--- config.mk ---
export PLATFORM = sky130hd
export DESIGN_NAME = seq_arith_unit_flat
export DESIGN_NICKNAME = d
export VERILOG_FILES = /design/src/rtl/seq_arith_unit_pkg.sv /design/src/rtl/seq_arith_unit_if.sv /design/src/rtl/seq_shift_add_mult.sv /design/src/rtl/seq_arith_unit.sv /design/src/flat_wrapper.sv
export SDC_FILE = /design/constraint.sdc
export NUM_CORES = 1
export LEC_CHECK = 0
export CORE_ASPECT_RATIO = 1.2
export CORE_UTILIZATION = 45
export CTS_CLUSTER_SIZE = 20
export DETAILED_ROUTE_END_ITERATION = 12
export PLACE_DENSITY = 0.66
export SLEW_MARGIN = 0
export SYNTH_ARGS = -nofsm -noshare
export SYNTH_HDL_FRONTEND = slang
export SYNTH_SLANG_ARGS = --single-unit
--- constraint.sdc ---
create_clock -name clk -period 5.9 [get_ports clk]
set_input_delay 0.59 -clock clk [delete_from_list [all_inputs] [get_ports clk]]
set_output_delay 0.59 -clock clk [all_outputs]
set_load 0.005 [all_outputs]
--- src/rtl/seq_arith_unit_pkg.sv ---
// seq_calc_pkg: shared types, width constants and helpers for the
// sequential arithmetic unit.
//   W        operand/accumulator width (two's complement)
//   CNT_W    width of the multiplier bit counter
//   ACC_MAX  largest representable value,  2^(W-1)-1
//   ACC_MIN  smallest representable value, -2^(W-1)
//   op_t     LOAD / ADD / SUB / MUL request encoding
//   state_t  control FSM states
//   abs_w()  W-bit magnitude; -2^(W-1) maps to unsigned 2^(W-1)
package seq_calc_pkg;

  localparam int W     = 11;
  localparam int CNT_W = $clog2(W);

  localparam logic signed [W-1:0] ACC_MAX = {1'b0, {(W-1){1'b1}}};
  localparam logic signed [W-1:0] ACC_MIN = {1'b1, {(W-1){1'b0}}};

  typedef enum logic [1:0] {
    OP_LOAD = 2'b00,
    OP_ADD  = 2'b01,
    OP_SUB  = 2'b10,
    OP_MUL  = 2'b11
  } op_t;

  typedef enum logic [1:0] {
    ST_IDLE = 2'b00,
    ST_MUL  = 2'b01,
    ST_FIN  = 2'b10
  } state_t;

  // Negating the most negative value wraps back onto itself, which read as
  // unsigned is exactly its magnitude, so no special case is needed.
  function automatic logic [W-1:0] abs_w(input logic [W-1:0] x);
    if (x[W-1]) begin
      abs_w = ~x + {{(W-1){1'b0}}, 1'b1};
    end else begin
      abs_w = x;
    end
  endfunction

endpackage

--- src/rtl/seq_arith_unit_if.sv ---
// seq_arith_unit_if: request/result bundle of the arithmetic unit.
//   start    request strobe, sampled only while the unit is idle
//   op       operation (op_t)
//   operand  signed W-bit operand B
//   acc      signed W-bit accumulator (drives the display TC input)
//   busy     high while a multiply iterates
//   done     one-cycle pulse when acc/ovf update
//   ovf      last operation overflowed
// Modports: master = requester, slave = arithmetic unit.
interface seq_arith_unit_if;
  import seq_calc_pkg::*;

  logic         start;
  op_t          op;
  logic [W-1:0] operand;
  logic [W-1:0] acc;
  logic         busy;
  logic         done;
  logic         ovf;

  modport master (
    output start, op, operand,
    input  acc, busy, done, ovf
  );

  modport slave (
    input  start, op, operand,
    output acc, busy, done, ovf
  );

endinterface

--- src/rtl/seq_shift_add_mult.sv ---
// seq_shift_add_mult: unsigned W x W shift-add multiplier, one multiplicand
// bit per cycle, W cycles per product.
//   clk, reset  clock / asynchronous active-high reset
//   go          load operands, clear product, start iterating
//   mcand_in    multiplicand (examined LSB first)
//   mplier_in   multiplier (shifted into place and added)
//   cnt         remaining-step counter, W-1 down to 0
//   prod        2W-bit product, final after the cnt==0 step
module seq_shift_add_mult
  import seq_calc_pkg::*;
(
  input  logic             clk,
  input  logic             reset,
  input  logic             go,
  input  logic [W-1:0]     mcand_in,
  input  logic [W-1:0]     mplier_in,
  output logic [CNT_W-1:0] cnt,
  output logic [2*W-1:0]   prod
);

  localparam logic [CNT_W-1:0] CNT_TOP = CNT_W'(W - 1);

  logic [W-1:0]     mcand_r;
  logic [W-1:0]     mplier_r;
  logic             active_r;
  logic [CNT_W-1:0] shamt;
  logic [2*W-1:0]   addend;

  // Partial product for this step: multiplier weighted by the bit position
  // of the multiplicand bit currently in mcand_r[0].
  always_comb begin
    shamt = CNT_TOP - cnt;
    if (mcand_r[0]) begin
      addend = {{W{1'b0}}, mplier_r} << shamt;
    end else begin
      addend = {(2*W){1'b0}};
    end
  end

  // Iteration state: load on go, then accumulate and shift until cnt==0.
  always_ff @(posedge clk or posedge reset) begin
    if (reset) begin
      mcand_r  <= {W{1'b0}};
      mplier_r <= {W{1'b0}};
      active_r <= 1'b0;
      cnt      <= {CNT_W{1'b0}};
      prod     <= {(2*W){1'b0}};
    end else if (go) begin
      mcand_r  <= mcand_in;
      mplier_r <= mplier_in;
      active_r <= 1'b1;
      cnt      <= CNT_TOP;
      prod     <= {(2*W){1'b0}};
    end else if (active_r) begin
      prod    <= prod + addend;
      mcand_r <= mcand_r >> 1;
      if (cnt == {CNT_W{1'b0}}) begin
        active_r <= 1'b0;
      end else begin
        cnt <= cnt - {{(CNT_W-1){1'b0}}, 1'b1};
      end
    end else begin
      active_r <= 1'b0;
    end
  end

endmodule

--- src/rtl/seq_arith_unit.sv ---
// seq_arith_unit: accumulator-based LOAD/ADD/SUB/MUL core feeding the
// binary-to-7-segment display.
//   clk    rising-edge clock
//   reset  asynchronous active-high reset, clears all state (aborts a MUL)
//   bus    seq_arith_unit_if.slave: start/op/operand in, acc/busy/done/ovf out
// LOAD/ADD/SUB complete at the accepting edge; MUL runs W cycles in the
// shift-add core plus one FIN cycle for sign and range handling.
// Build option: define SEQ_ARITH_SATURATE_EN to clamp acc on overflow
// instead of wrapping to the low W bits.
module seq_arith_unit
  import seq_calc_pkg::*;
(
  input  logic            clk,
  input  logic            reset,
  seq_arith_unit_if.slave bus
);

  localparam logic [2*W-1:0] MAG_POS_LIM = {{(W+1){1'b0}}, {(W-1){1'b1}}};
  localparam logic [2*W-1:0] MAG_NEG_LIM = {{W{1'b0}}, 1'b1, {(W-1){1'b0}}};
  localparam logic [2*W-1:0] PROD_ZERO   = {(2*W){1'b0}};
  localparam logic [2*W-1:0] PROD_ONE    = {{(2*W-1){1'b0}}, 1'b1};

  state_t           state_r;
  state_t           state_nxt;
  logic [W-1:0]     acc_r;
  logic [W-1:0]     acc_nxt;
  logic             ovf_r;
  logic             ovf_nxt;
  logic             busy_r;
  logic             busy_nxt;
  logic             done_r;
  logic             done_nxt;
  logic             neg_r;

  logic             mul_go;
  logic             mul_last;
  logic [CNT_W-1:0] mul_cnt;
  logic [2*W-1:0]   mul_prod;

  logic [W:0]       sum;
  logic             add_ovf;
  logic [W-1:0]     add_res;
  logic             res_neg;
  logic [2*W-1:0]   prod_neg;
  logic             mul_ovf;
  logic [W-1:0]     mul_res;

  assign mul_go   = (state_r == ST_IDLE) && bus.start && (bus.op == OP_MUL);
  assign mul_last = (state_r == ST_MUL) && (mul_cnt == {CNT_W{1'b0}});

  seq_shift_add_mult u_mult (
    .clk       (clk),
    .reset     (reset),
    .go        (mul_go),
    .mcand_in  (abs_w(bus.operand)),
    .mplier_in (abs_w(acc_r)),
    .cnt       (mul_cnt),
    .prod      (mul_prod)
  );

  // ADD/SUB in W+1 bits; the two top bits disagree exactly on overflow.
  always_comb begin
    if (bus.op == OP_SUB) begin
      sum = {acc_r[W-1], acc_r} - {bus.operand[W-1], bus.operand};
    end else begin
      sum = {acc_r[W-1], acc_r} + {bus.operand[W-1], bus.operand};
    end
    add_ovf = sum[W] ^ sum[W-1];
`ifdef SEQ_ARITH_SATURATE_EN
    if (add_ovf) begin
      add_res = sum[W] ? ACC_MIN : ACC_MAX;
    end else begin
      add_res = sum[W-1:0];
    end
`else
    add_res = sum[W-1:0];
`endif
  end

  // MUL result: re-apply the sign to the magnitude; a zero product is
  // always positive, and the negative range reaches one step further.
  always_comb begin
    res_neg  = neg_r && (mul_prod != PROD_ZERO);
    prod_neg = ~mul_prod + PROD_ONE;
    if (res_neg) begin
      mul_ovf = (mul_prod > MAG_NEG_LIM);
    end else begin
      mul_ovf = (mul_prod > MAG_POS_LIM);
    end
`ifdef SEQ_ARITH_SATURATE_EN
    if (mul_ovf) begin
      mul_res = res_neg ? ACC_MIN : ACC_MAX;
    end else if (res_neg) begin
      mul_res = prod_neg[W-1:0];
    end else begin
      mul_res = mul_prod[W-1:0];
    end
`else
    if (res_neg) begin
      mul_res = prod_neg[W-1:0];
    end else begin
      mul_res = mul_prod[W-1:0];
    end
`endif
  end

  // State register.
  always_ff @(posedge clk or posedge reset) begin
    if (reset) begin
      state_r <= ST_IDLE;
    end else begin
      state_r <= state_nxt;
    end
  end

  // Next-state logic; start is only looked at in IDLE.
  always_comb begin
    state_nxt = state_r;
    case (state_r)
      ST_IDLE: begin
        if (bus.start && (bus.op == OP_MUL)) begin
          state_nxt = ST_MUL;
        end else begin
          state_nxt = ST_IDLE;
        end
      end
      ST_MUL: begin
        if (mul_last) begin
          state_nxt = ST_FIN;
        end else begin
          state_nxt = ST_MUL;
        end
      end
      ST_FIN:  state_nxt = ST_IDLE;
      default: state_nxt = ST_IDLE;
    endcase
  end

  // Output logic: next values of the registered acc/ovf/busy/done.
  always_comb begin
    acc_nxt  = acc_r;
    ovf_nxt  = ovf_r;
    busy_nxt = 1'b0;
    done_nxt = 1'b0;
    case (state_r)
      ST_IDLE: begin
        if (bus.start) begin
          case (bus.op)
            OP_LOAD: begin
              acc_nxt  = bus.operand;
              ovf_nxt  = 1'b0;
              done_nxt = 1'b1;
            end
            OP_ADD, OP_SUB: begin
              acc_nxt  = add_res;
              ovf_nxt  = add_ovf;
              done_nxt = 1'b1;
            end
            OP_MUL:  busy_nxt = 1'b1;
            default: busy_nxt = 1'b0;
          endcase
        end else begin
          busy_nxt = 1'b0;
        end
      end
      // busy drops on the edge that leaves MUL, so it covers exactly W cycles.
      ST_MUL: busy_nxt = !mul_last;
      ST_FIN: begin
        acc_nxt  = mul_res;
        ovf_nxt  = mul_ovf;
        done_nxt = 1'b1;
      end
      default: busy_nxt = 1'b0;
    endcase
  end

  // Registered outputs.
  always_ff @(posedge clk or posedge reset) begin
    if (reset) begin
      acc_r  <= {W{1'b0}};
      ovf_r  <= 1'b0;
      busy_r <= 1'b0;
      done_r <= 1'b0;
    end else begin
      acc_r  <= acc_nxt;
      ovf_r  <= ovf_nxt;
      busy_r <= busy_nxt;
      done_r <= done_nxt;
    end
  end

  // Result sign of the multiply in flight, captured when it is accepted.
  always_ff @(posedge clk or posedge reset) begin
    if (reset) begin
      neg_r <= 1'b0;
    end else if (mul_go) begin
      neg_r <= acc_r[W-1] ^ bus.operand[W-1];
    end else begin
      neg_r <= neg_r;
    end
  end

  assign bus.acc  = acc_r;
  assign bus.ovf  = ovf_r;
  assign bus.busy = busy_r;
  assign bus.done = done_r;

endmodule
--- src/flat_wrapper.sv ---
// flat-port wrapper written by rule: the top's interface ports become plain ports
module seq_arith_unit_flat import seq_calc_pkg::*;
  (clk, reset, bus_start, bus_op, bus_operand, bus_acc, bus_busy, bus_done, bus_ovf);
  seq_arith_unit_if bus_i ();
  input  logic clk;
  input  logic reset;
  input wire logic [$bits(bus_i.start)-1:0] bus_start;
  input wire logic [$bits(bus_i.op)-1:0] bus_op;
  input wire logic [$bits(bus_i.operand)-1:0] bus_operand;
  output wire logic [$bits(bus_i.acc)-1:0] bus_acc;
  output wire logic [$bits(bus_i.busy)-1:0] bus_busy;
  output wire logic [$bits(bus_i.done)-1:0] bus_done;
  output wire logic [$bits(bus_i.ovf)-1:0] bus_ovf;
  assign bus_i.start = bus_start;
  assign bus_i.op = bus_op;
  assign bus_i.operand = bus_operand;
  assign bus_acc = bus_i.acc;
  assign bus_busy = bus_i.busy;
  assign bus_done = bus_i.done;
  assign bus_ovf = bus_i.ovf;
  seq_arith_unit u_core (.clk(clk), .reset(reset), .bus(bus_i));
endmodule
==> Yosys cells after proc, flatten, opt, wreduce, memory -nomap -nowiden <==
Index checks and enable logic that the tools add are counted.
{ "word_totals": {"regBits": 66, "output_inout_bits": 14, "input_bits": 16, "elab_cells": 82} }
{ "classes": {"shift": 1, "order_cmp": 2, "n_mux": 31, "n_eq_ne": 8, "n_reduce_logical": 16, "n_addsub": 8, "bitwise_logic": 5} }
{ "ops": {"columns": ["cell", "count"], "rows": [
  ["11-bit 2-to-1 mux", 6],
  ["22-bit 2-to-1 mux", 3],
  ["11-bit one-hot mux with 2 select lines", 2],
  ["11-bit by 1-bit adder with 11-bit output, second input constant", 3],
  ["11-bit NOT", 3],
  ["22-bit adder", 1],
  ["22-bit by 10-bit greater-than comparator with 1-bit output, second input constant", 1],
  ["22-bit by 11-bit greater-than comparator with 1-bit output, second input constant", 1],
  ["22-bit nonzero test", 1],
  ["11-bit by 4-bit << shifter with 22-bit output", 1],
  ["11-bit by 11-bit adder with 12-bit output", 1],
  ["12-bit 2-to-1 mux", 1],
  ["4-bit 2-to-1 mux", 3],
  ["11-bit by 11-bit subtractor with 12-bit output", 1],
  ["1-bit 2-to-1 mux", 10],
  ["1-bit one-hot mux with 2 select lines", 4],
  ["2-bit equality test, second input constant", 3],
  ["1-bit logical AND", 5],
  ["2-bit by 1-bit equality test with 1-bit output, second input constant", 2],
  ["2-bit zero test", 2],
  ["4-bit zero test", 1],
  ["2-bit one-hot mux with 2 select lines", 1],
  ["2-bit nonzero test", 2],
  ["4-bit by 1-bit subtractor with 4-bit output, second input constant", 1],
  ["11 further kinds", 12]
]} }

==> Depth between registers and ports, before layout <==
Gate-level depths: netlist of the first run.
{ "depth": {"word_depth": 6, "depth_mapped": 21, "depth_no_buf": 19} }

==> Cells and area by module <==
Synthesis of the first run repeated with hierarchy kept, for this count alone.
{ "unflattened": {"hier_cells": 723, "hier_area_um2": 5995.8} }
{ "modules_own_cells": {"columns": ["mod", "area_per_inst_um2", "instances", "cells_per_inst", "seq_area_each_um2"], "rows": [
  ["seq_shift_add_mult", 3804.9, 1, 440, 1226.2],
  ["seq_arith_unit", 2190.9, 1, 283, 400.4]
]} }

==> Worst setup path before layout of the first run <==
OpenSTA, ideal clock, no wires.
{ "synth_timing": {"kind": "reg-to-reg", "from": "reg u_core.u_mult.cnt[0]", "to": "reg u_core.u_mult.prod[20]", "setup_time_ns": 0.120, "n_path_buf": 2, "period_less_slack_ns": 4.408, "stages_incl_launch_ff": 21, "arrival_time_ns": 4.288, "required_time_ns": 5.780, "slack_ns": 1.492, "path_cell_list": "dfrtp_1 > buf_2 > inv_2 > ha_1 > clkbuf_1 > mux2_2 > o21ai_0 > nor2_1 > a21oi_1 > nor2_1 > o21a_1 > ha_1 > a21o_1 > a21o_1 > a21o_1 > a221o_1 > a221oi_2 > nand3b_1 > a31oi_1 > mux2i_1 > a31o_2"} }
{ "synth_via": {"elab_chain_len": 6} }
{ "synth_lines": {"columns": ["item", "line", "text"], "rows": [
  ["from (decl)", "seq_shift_add_mult.sv:17", "output logic [CNT_W-1:0] cnt,"],
  ["from (signal assigned)", "seq_shift_add_mult.sv:46", "cnt <= {CNT_W{1'b0}};"],
  ["from (signal assigned)", "seq_shift_add_mult.sv:60", "cnt <= cnt - {{(CNT_W-1){1'b0}}, 1'b1};"],
  ["4-bit subtractor", "seq_shift_add_mult.sv:32", "shamt = CNT_TOP - cnt;"],
  ["11-bit by 4-bit << shifter with 22-bit output", "seq_shift_add_mult.sv:34", "addend = {{W{1'b0}}, mplier_r} << shamt;"],
  ["22-bit 2-to-1 mux", "seq_shift_add_mult.sv:33", "if (mcand_r[0]) begin"],
  ["22-bit adder", "seq_shift_add_mult.sv:55", "prod <= prod + addend;"],
  ["22-bit 2-to-1 mux", "seq_shift_add_mult.sv:54", "end else if (active_r) begin"],
  ["22-bit 2-to-1 mux", "seq_shift_add_mult.sv:48", "end else if (go) begin"],
  ["to (signal assigned)", "seq_shift_add_mult.sv:47", "prod <= {(2*W){1'b0}};"],
  ["to (signal assigned)", "seq_shift_add_mult.sv:53", "prod <= {(2*W){1'b0}};"],
  ["to (signal assigned)", "seq_shift_add_mult.sv:55", null],
  ["to (decl)", "seq_shift_add_mult.sv:18", "output logic [2*W-1:0] prod"]
]} }
No other way between the ends. The select of a mux whose other input is x is not followed.
A chain may end at the register's enable or synchronous reset.

==> Worst setup path in the final report of the first run <==
Same ends and word-level chain as after synthesis.

==> results of run 1 <==
flip-flops by register name, indices dropped and copies added (netlist names):
signal and count:
u_core.u_mult.mplier_r 11, u_core.neg_r 1, u_core.u_mult.active_r 1, u_core.bus.done 1, u_core.u_mult.prod 22, u_core.bus.ovf 1
u_core.bus.acc 11, u_core.u_mult.mcand_r 11, u_core.u_mult.cnt 4, u_core.state_r 2
stage by stage:
stage                     total power, mW  std cells  cell area (um^2)  hold WS, ns  setup slack, ns
final                                3.74        886              6420        0.485            0.750
after global routing                 4.10        886              6420        0.500            0.326
after CTS                            3.75        886              6420        0.487            0.800
after detailed placement             3.17        870              6110        0.476            0.805
after global placement               3.11        870              6110        0.475            0.920
after floorplan                      2.57        704              5680        0.458             1.49
layout make-up:
type / count / area, um^2
clock inverter: 2 / 35.0
clock buffer: 14 / 274
timing repair buffer: 37 / 350
tap: 161 / 201
multi-input combinational: 583 / 3840
inverter: 24 / 90.1
fill: 1177 / 5800
sequential: 65 / 1630
layer usage:
layer / routed length [um] / up-vias / GRT usage
li1: - / 2502 / -
met1: 6050 / 2357 / 0.273
met2: 7270 / 118 / 0.422
met3: 583 / 33 / 0.0438
met4: 482 / 0 / 0.118
met5: 0 / - / 0
power breakdown:
group          switching, mW  leakage [nW]  internal, mW
sequential             0.276         0.825         0.639
combinational           1.26          2.00          1.01
clock                  0.197         0.153         0.361
cell usage after synthesis, types with 7 or more instances:
master and number:
nor3_1 19, nand2b_1 8, xor2_1 25, ha_1 41, nor2_1 79, o211ai_1 10
a21o_1 10, o31ai_1 7, dfrtp_1 65, nand3_1 16, o21ai_0 54, mux2i_1 34
a21oi_1 41, clkbuf_1 24, nor2b_1 12, or3_1 13, nand2_1 87, xnor2_1 41
inv_1 22, o21a_1 9, a31oi_1 8
worst min path at each step:
stage                                            endpoint  cells after the start                                  start
floorplan           u_core.u_mult.mplier_r[5]$_DFFE_PP0P_                      2  u_core.u_mult.mplier_r[5]$_DFFE_PP0P_
global placement               u_core.bus.ovf$_DFFE_PP0P_                      2             u_core.bus.ovf$_DFFE_PP0P_
detailed placement             u_core.bus.ovf$_DFFE_PP0P_                      2             u_core.bus.ovf$_DFFE_PP0P_
CTS                            u_core.bus.ovf$_DFFE_PP0P_                      2             u_core.bus.ovf$_DFFE_PP0P_
global route                   u_core.bus.ovf$_DFFE_PP0P_                      2             u_core.bus.ovf$_DFFE_PP0P_
finish                         u_core.bus.ovf$_DFFE_PP0P_                      2             u_core.bus.ovf$_DFFE_PP0P_
worst max-delay path: cells and delay by family (launching register included):
kind	cells	cell delay, ns
adder cells (fa/ha/maj)	2	1.11
AND/OR/NAND/NOR	3	0.29
AO/OA/AOI/OAI	10	2.14
multiplexers	2	0.56
flip-flops	1	0.72
buffers and inverters	1	0.21
cell families (layout without fill, tap and decap cells):
logic type	Yosys count	in the layout	share of synthesized area
AND/OR/NAND/NOR	263	263	0.212
AO/OA/AOI/OAI	173	173	0.196
XOR/XNOR	67	67	0.106
flip-flops	65	65	0.286
buffers and inverters	56	77	0.0379
adder cells (fa/ha/maj)	43	43	0.0973
multiplexers	37	37	0.0658
==> results.ini, run 1 <==
[yosys]
synth_seq_cells=65
ys_seq_area_frac=0.286
synthArstFlopShare=1.00
yosysUniqueCellTypes=59
ys_warn_count=0
syn_area_um2=5680
synthCells=704
synth_flop_cell=dfrtp_1
synth_edf_count=0
syn_area_per_cell_um2=8.07
synth.area.top_cells=dfrtp_1, ha_1, xnor2_1
synth_top_area_frac=0.286
synth_largest_area_cell=dfrtp_1
syn-num-nets=763

[setup_path]
startpoint_type=flip-flop
crit_arrival_ns=5.39
required_ns=6.14
rr_worst_depth=18
regToRegSetupSlack_ns=0.75
crit_top_cell=a21o_1
slowest_delay_ns=0.76
regToRegEndpoint=u_core.u_mult.prod[20]$_DFFE_PP0P_
endpoint=u_core.u_mult.prod[20]$_DFFE_PP0P_
endpoint_kind=flip-flop
crit_chain=inv_2 -> ha_1 -> mux2_2 -> o21ai_0 -> nor2_1 -> a21oi_1 -> nor2_1 -> o21a_1 -> ha_1 -> a21o_1 -> a21o_1 -> a21o_1 -> a221o_1 -> a221oi_2 -> nand3b_1 -> a31oi_1 -> mux2i_1 -> a31o_2
crit_path_start=u_core.u_mult.cnt[0]$_DFFE_PP0P_
critPathSlowestCell=ha_1
r2r_start=u_core.u_mult.cnt[0]$_DFFE_PP0P_
worstPathMaxFanout=19
criticalPathCategory=reg -> reg

[clock_network]
clk_path_buf_depth=2
cts_tree=done
hold_buffers=0
cts_setup_buffers=0
cts-htree-levels=3
clk_pin_slew_ns=0.06
root_buffer=clkbuf_16
clk_latency_ns=0.34
cts_resized=0
cts_sinks=65
numCtsBuffers=9

[die]
start_util=0.465
fp.dieH_um=125
core_area_um2=12200
die_w_um=105
die_area_um2=13100
io_pins=30
placementRows=44

[cells_and_area]
nets=779
layout_commonest_cell=nand2_1
syn_to_final_growth_pct=12.9
final_cell_mix=nand2_1, nor2_1, dfrtp_1, o21ai_0
num_antenna_cells=0
fin_util=0.525
drive_gt1_frac=0.0579

[placement]
gp_congestion=0.843
dp_hpwl_mm=10.8
numPortBuffers=29

[global_route]
grt_overflow_total=0
antenna_found_initial=0
grt_max_degree=66
grt_pass1_wl_mm=24.5
track_usage=0.238
grt_pass1_vias=4981

[power_and_ir_drop]
power_density_nw_per_um2=583
power_leakage_nw=2.98
vdd_ir_drop_max_mv=0.371

[routing]
dr.first_iter.drc_count=281
ant_nets=0
via_count=5010
wirelength_mm=14.4
drc_errors=0
vias_per_cell=5.65
routedWlPerCell_um=16.2
firstDrtPassIters=5

[sta]
hold_viol=0
tightest_slew_ns=0.827
clock.fmax_mhz=194
grt_setup_unrepaired=no
setup_viol=0
relSlewSlack=0.449
finalCriticalPeriod_ns=5.15
drv_slew=0
tns_ns=0
period_share=0.873
fin_worst_skew_ns=0.00887

[min_path]
hp-class=reg -> reg

[job]
drv_cap=0

[run_status]
status=finished, final reports clean

(Power assumes the default switching activity.)
==> inputs of run 2 (changes only) <==
- CORE_ASPECT_RATIO: 1.2 -> 0.9
==> run 2 against run 1 <==
Against the previous run:
- sequential power fell by 1%
- sequential share of layout area did not move
- design area did not move
- clock skew fell by 0.0047 ns
- via count barely moved
- cell count did not move
- hold slack improved by 0.011 ns
- die area barely moved
- non-clock buffer count rose by 1
- critical path type unchanged
- critical endpoint unchanged
- largest cell class unchanged
==> results.ini, run 2 (same netlist as run 1, synthesis figures left out) <==
[run_status]
status=finished, final reports clean

[clock_network]
cts_setup_buffers=0  ; unchanged
cts_tree=done
cts-htree-levels=3  ; unchanged
root_buffer=clkbuf_16
hold_buffers=0  ; unchanged
cts_resized=0  ; unchanged
cts_sinks=65  ; unchanged
numCtsBuffers=9  ; unchanged
clk_latency_ns=0.34  ; about the same
clk_pin_slew_ns=0.06  ; about the same
clk_path_buf_depth=2  ; unchanged

[die]
start_util=0.467  ; +0.00191
io_pins=30  ; unchanged
die_w_um=120  ; +15%
die_area_um2=13100  ; about the same
core_area_um2=12200  ; -0.41%
placementRows=38  ; -14%
fp.dieH_um=109  ; -13%

[sta]
clock.fmax_mhz=213  ; +9.8%
drv_slew=0  ; unchanged
relSlewSlack=0.441  ; -0.00738
setup_viol=0  ; unchanged
tns_ns=0  ; unchanged
fin_worst_skew_ns=0.00419  ; -0.00468 ns
finalCriticalPeriod_ns=4.69  ; -0.458 ns
grt_setup_unrepaired=no
period_share=0.795  ; -0.0776
tightest_slew_ns=0.838  ; +0.0111 ns
hold_viol=0  ; unchanged

[global_route]
antenna_found_initial=0  ; unchanged
track_usage=0.240  ; +0.00220
grt_pass1_vias=4942  ; -0.78%
grt_max_degree=66  ; unchanged
grt_overflow_total=0  ; unchanged
grt_pass1_wl_mm=24.4  ; -0.39%

[routing]
dr.first_iter.drc_count=337  ; +20%
wirelength_mm=14.6  ; +1.5%
via_count=5013  ; +0.060%
firstDrtPassIters=5  ; unchanged
routedWlPerCell_um=16.5  ; +1.5%
vias_per_cell=5.66  ; about the same
ant_nets=0  ; unchanged
drc_errors=0  ; unchanged

[setup_path]
r2r_start=u_core.u_mult.cnt[0]$_DFFE_PP0P_
required_ns=6.13  ; about the same
regToRegSetupSlack_ns=1.21  ; +0.46 ns
startpoint_type=flip-flop
criticalPathCategory=reg -> reg
endpoint_kind=flip-flop
worstPathMaxFanout=19  ; unchanged
crit_arrival_ns=4.92  ; -0.47 ns
rr_worst_depth=18  ; unchanged
regToRegEndpoint=u_core.u_mult.prod[20]$_DFFE_PP0P_
crit_path_start=u_core.u_mult.cnt[0]$_DFFE_PP0P_

[power_and_ir_drop]
power_leakage_nw=2.98  ; about the same
vdd_ir_drop_max_mv=0.212  ; -43%
power_density_nw_per_um2=583  ; about the same
finalPower_mw=3.74  ; about the same

[min_path]
hold_depth=2  ; unchanged
hold_end=u_core.bus.ovf$_DFFE_PP0P_
min-delay-start=u_core.bus.ovf$_DFFE_PP0P_
hp-class=reg -> reg

[cells_and_area]
largest_reg_flops=22  ; unchanged
final_cell_mix=nand2_1, nor2_1, dfrtp_1, o21ai_0
nets=780  ; +0.13%
fill_cells=1189  ; +1.0%
multi_input_area_um2=3840  ; unchanged
ff_latch_area_um2=1630  ; unchanged
drive_gt1_frac=0.0620  ; +0.00405
layout_commonest_cell=nand2_1
finalNonFillerCells=886  ; unchanged
num_antenna_cells=0  ; unchanged
top_register=u_core.u_mult.prod
syn_to_final_growth_pct=12.9  ; unchanged

[job]
drv_cap=0  ; unchanged

[placement]
gp_congestion=0.887  ; +5.1%
numPortBuffers=29  ; unchanged
dp_hpwl_mm=10.8  ; +0.18%
dp.cells=870  ; unchanged

-- run 2: critical path: stages, from the launching register on --
cell      delay, ns
dfrtp_1        0.35
inv_2          0.10
ha_1           0.73
mux2_2         0.41
o21ai_0        0.23
nor2_1         0.06
a21oi_1        0.18
nor2_1         0.08
o21a_1         0.22
ha_1           0.35
a21o_1         0.21
a21o_1         0.18
a21o_1         0.19
a221o_1        0.33
a221oi_2       0.35
nand3b_1       0.17
a31oi_1        0.10
mux2i_1        0.13
a31o_2         0.21
-- run 2: per-stage QoR --
| stage | worst slack (ns) | hold slack [ns] | utilization | area, um^2 |
|---|---|---|---|---|
| global placement | 1.34 | 0.477 | 0.502 | 6120 |
| detailed placement | 1.25 | 0.484 | 0.502 | 6120 |
| global route | 0.910 | 0.527 | 0.527 | 6420 |
| finish | 1.21 | 0.496 | 0.527 | 6420 |
| CTS | 1.22 | 0.496 | 0.527 | 6420 |
| floorplan | 1.49 | 0.458 | - | 5680 |
-- run 2: layout make-up --
class | count | share of cell area
Clock buffer | 9 | 0.0351
Timing Repair Buffer | 38 | 0.0558
Inverter | 24 | 0.0140
Clock inverter | 7 | 0.0121
Multi-Input combinational cell | 583 | 0.598
Tap cell | 160 | 0.0312
Sequential cell | 65 | 0.253
-- run 2: per-layer routing --
layer	global-route usage	up-vias	routed length, um
li1	-	2505	-
met1	0.315	2384	6960
met2	0.407	102	6920
met3	0.0408	22	489
met4	0.0714	0	238
met5	0	-	0
-- run 2: worst max path at each step --
stage / endpoint / slack (ns) / cells after the start
floorplan: u_core.u_mult.prod[20]$_DFFE_PP0P_ / 1.49 / 20
global placement: u_core.u_mult.prod[20]$_DFFE_PP0P_ / 1.34 / 18
detailed placement: u_core.u_mult.prod[20]$_DFFE_PP0P_ / 1.25 / 18
CTS: u_core.u_mult.prod[20]$_DFFE_PP0P_ / 1.22 / 18
global route: u_core.u_mult.prod[20]$_DFFE_PP0P_ / 0.91 / 18
finish: u_core.u_mult.prod[20]$_DFFE_PP0P_ / 1.21 / 18
-- run 2: report_power, final --
part,internal [mW],switching (mW)
logic,1.01,1.28
clock network,0.330,0.214
registers,0.639,0.265
==> inputs of run 3 (changes only) <==
- clock period: 5.9 -> 4.4 ns (I/O delays scaled with it)
==> run 3 against run 2 <==
Against the previous run:
- critical path type unchanged
- non-clock buffer count up 6
- hold slack improved by 0.012 ns
- die area did not move
- worst setup slack lost 0.91 ns
- sequential share of layout area down 0.33 points
- global-route usage up 0.81 points
- combinational power increased by 40%
==> results.ini, run 3 (same netlist as run 1, synthesis figures left out) <==
[run_status]
status=finished, final reports clean

[power_and_ir_drop]
finalPower_mw=5.14  ; +37%
power_leakage_nw=3.01  ; +1.1%
vdd_ir_drop_max_mv=0.303  ; +43%
power_density_nw_per_um2=790  ; +36%
swShare=0.470  ; -0.000858
p_int_mw=2.72  ; +37%
p_clk_frac=0.140  ; -0.005
seqPwrFrac=0.237  ; -0.004
switchingPower_mw=2.42  ; +37%
p_comb_frac=0.623  ; +0.010

[placement]
placed_area_um2=6170  ; +0.82%
dp_hpwl_mm=11.2  ; +3.6%
gp_congestion=0.887  ; about the same
pre_cts_ws_ns=0.203  ; -1.04 ns
numPortBuffers=29  ; unchanged

[cells_and_area]
num_antenna_cells=0  ; unchanged
top_register=u_core.u_mult.prod
fill_cells=1145  ; -3.7%
final_cell_mix=nand2_1, nor2_1, dfrtp_1, o21ai_0
largest_reg_flops=22  ; unchanged
ff_latch_area_um2=1630  ; unchanged
stdcell_area_um2=6500  ; +1.3%
layout_commonest_cell=nand2_1
nets=786  ; +0.77%
drive_gt1_frac=0.0765  ; +0.0145
multi_input_area_um2=3870  ; +0.85%
syn_to_final_growth_pct=14.4

[die]
placementRows=38  ; unchanged
fp.dieH_um=109  ; unchanged
die_w_um=120  ; unchanged
io_pins=30  ; unchanged
die_area_um2=13100  ; unchanged
start_util=0.467  ; unchanged
core_area_um2=12200  ; unchanged

[setup_path]
cpLargestDelayFamily=compound AO/OA/AOI/OAI gates
crit_arrival_ns=4.33  ; -0.59 ns
critPathSlowestCell=dfrtp_1
slowest_delay_ns=0.40  ; -0.33 ns
crit_chain=inv_1 -> ha_1 -> buf_12 -> mux2i_1 -> nand2_1 -> o21ai_0 -> nor2_1 -> a21oi_2 -> nor2_1 -> o21a_1 -> ha_2 -> a21o_1 -> a21o_1 -> a21o_1 -> a221o_1 -> a221oi_2 -> nand3b_1 -> a31oi_1 -> mux2i_1 -> a31o_2
criticalPathCategory=reg -> reg
worstSetupPathDepth=20  ; +2
rr_worst_depth=20  ; +2
endpoint_kind=flip-flop
worstPathMaxFanout=18  ; -1
required_ns=4.63  ; -1.50 ns
crit_top_cell=a21o_1
critPathBufInv=2  ; +1
startpoint_type=flip-flop

[job]
drv_cap=0  ; unchanged

[clock_network]
numCtsBuffers=9  ; unchanged
cts_tree=done
root_buffer=clkbuf_16
cts_sinks=65  ; unchanged
cts-htree-levels=3  ; unchanged
clk_pin_slew_ns=0.06  ; about the same
clk_latency_ns=0.34  ; about the same
clk_path_buf_depth=2  ; unchanged

[sta]
drv_slew=0  ; unchanged
fin_worst_skew_ns=0.00648  ; +0.00229 ns
grt_setup_unrepaired=yes
clock.fmax_mhz=244  ; +14%
setup_ws_ns=0.294  ; -0.914 ns
period_share=0.933  ; +0.138
tightest_slew_ns=0.880  ; +0.0425 ns
tns_ns=0  ; unchanged
hold_viol=0  ; unchanged
setup_viol=0  ; unchanged
finalCriticalPeriod_ns=4.11  ; -0.586 ns
relSlewSlack=0.412  ; -0.0292

[routing]
vias_per_cell=5.71  ; +0.99%
wirelength_mm=15.0  ; +2.8%
dr.first_iter.drc_count=338  ; +0.30%
dr_wl_met3_um=624  ; +28%
dr_wl_met2_mm=6.84  ; -1.2%
routedWlPerCell_um=16.8  ; +2.1%
routed.top_layer=met4
ant_nets=0  ; unchanged
firstDrtPassIters=5  ; unchanged
via_count=5097  ; +1.7%
drc_errors=0  ; unchanged
wirelength_met1_mm=7.24  ; +4.0%

[global_route]
antenna_found_initial=0  ; unchanged
grt_pass1_vias=4950  ; +0.16%
grt_pass1_wl_mm=25.2  ; +3.3%
track_usage=0.248  ; +0.00809
grt_overflow_total=0  ; unchanged
grt_max_degree=43  ; -35%

[min_path]
hp-class=reg -> reg
hold_depth=2  ; unchanged

## run 3: layer usage
metal | track usage | up-vias
li1 | - | 2519
met1 | 0.344 | 2433
met2 | 0.395 | 119
met3 | 0.0345 | 26
met4 | 0.0926 | 0
met5 | 0 | -
## run 3: power by group through the flow
stage	Clock [mW]	Combinational, mW	Sequential, mW
2_1_floorplan	0	2.38	1.07
3_3_place_gp	0	3.05	1.21
3_5_place_dp	0	3.11	1.22
4_1_cts	0.734	3.13	1.21
5_1_grt	0.759	3.58	1.26
6_report	0.717	3.20	1.22
## run 3: per-stage QoR
stage,hold WS (ns),cells,utilization
after floorplan,0.458,704,-
after global placement,0.472,875,0.507
after detailed placement,0.499,875,0.507
after CTS,0.514,891,0.531
after global routing,0.555,892,0.534
final,0.507,892,0.534
## run 3: final timing paths
path | start | endpoint | slack (ns)
min reg2reg | u_core.u_mult.mplier_r[2]$_DFFE_PP0P_ | u_core.u_mult.mplier_r[2]$_DFFE_PP0P_ | 0.51
min in group asynchronous | reset | u_core.bus.done$_DFF_PP0_ | 0.61
min | u_core.u_mult.mplier_r[2]$_DFFE_PP0P_ | u_core.u_mult.mplier_r[2]$_DFFE_PP0P_ | 0.51
max in group asynchronous | reset | u_core.u_mult.prod[0]$_DFFE_PP0P_ | 2.93
max | u_core.u_mult.cnt[1]$_DFFE_PP0P_ | u_core.u_mult.prod[20]$_DFFE_PP0P_ | 0.29
max reg2reg | u_core.u_mult.cnt[1]$_DFFE_PP0P_ | u_core.u_mult.prod[20]$_DFFE_PP0P_ | 0.29
## run 3: final cells by class
type / instances / area share
sequential: 65 / 0.250
multi-input combinational: 583 / 0.596
tap: 160 / 0.0308
inverter: 24 / 0.0139
clock buffer: 10 / 0.0352
clock inverter: 6 / 0.0104
timing repair buffer: 44 / 0.0639
## run 3: what timing repair did
action / CTS / global route
hold endpoints to repair: 0 / 0
setup buffers: 0 / 1
hold buffers: 0 / 0
resized for setup: 0 / 6
setup endpoints to repair: 0 / 4
## run 3: worst reg2reg max path, delay by kind of cell, from the launching register on
kind / cells / cell delay [ns]
flip-flops: 1 / 0.40
multiplexers: 2 / 0.35
buffers and inverters: 2 / 0.23
AO/OA/AOI/OAI: 10 / 1.96
adder cells (fa/ha/maj): 2 / 0.65
AND/OR/NAND/NOR: 4 / 0.40
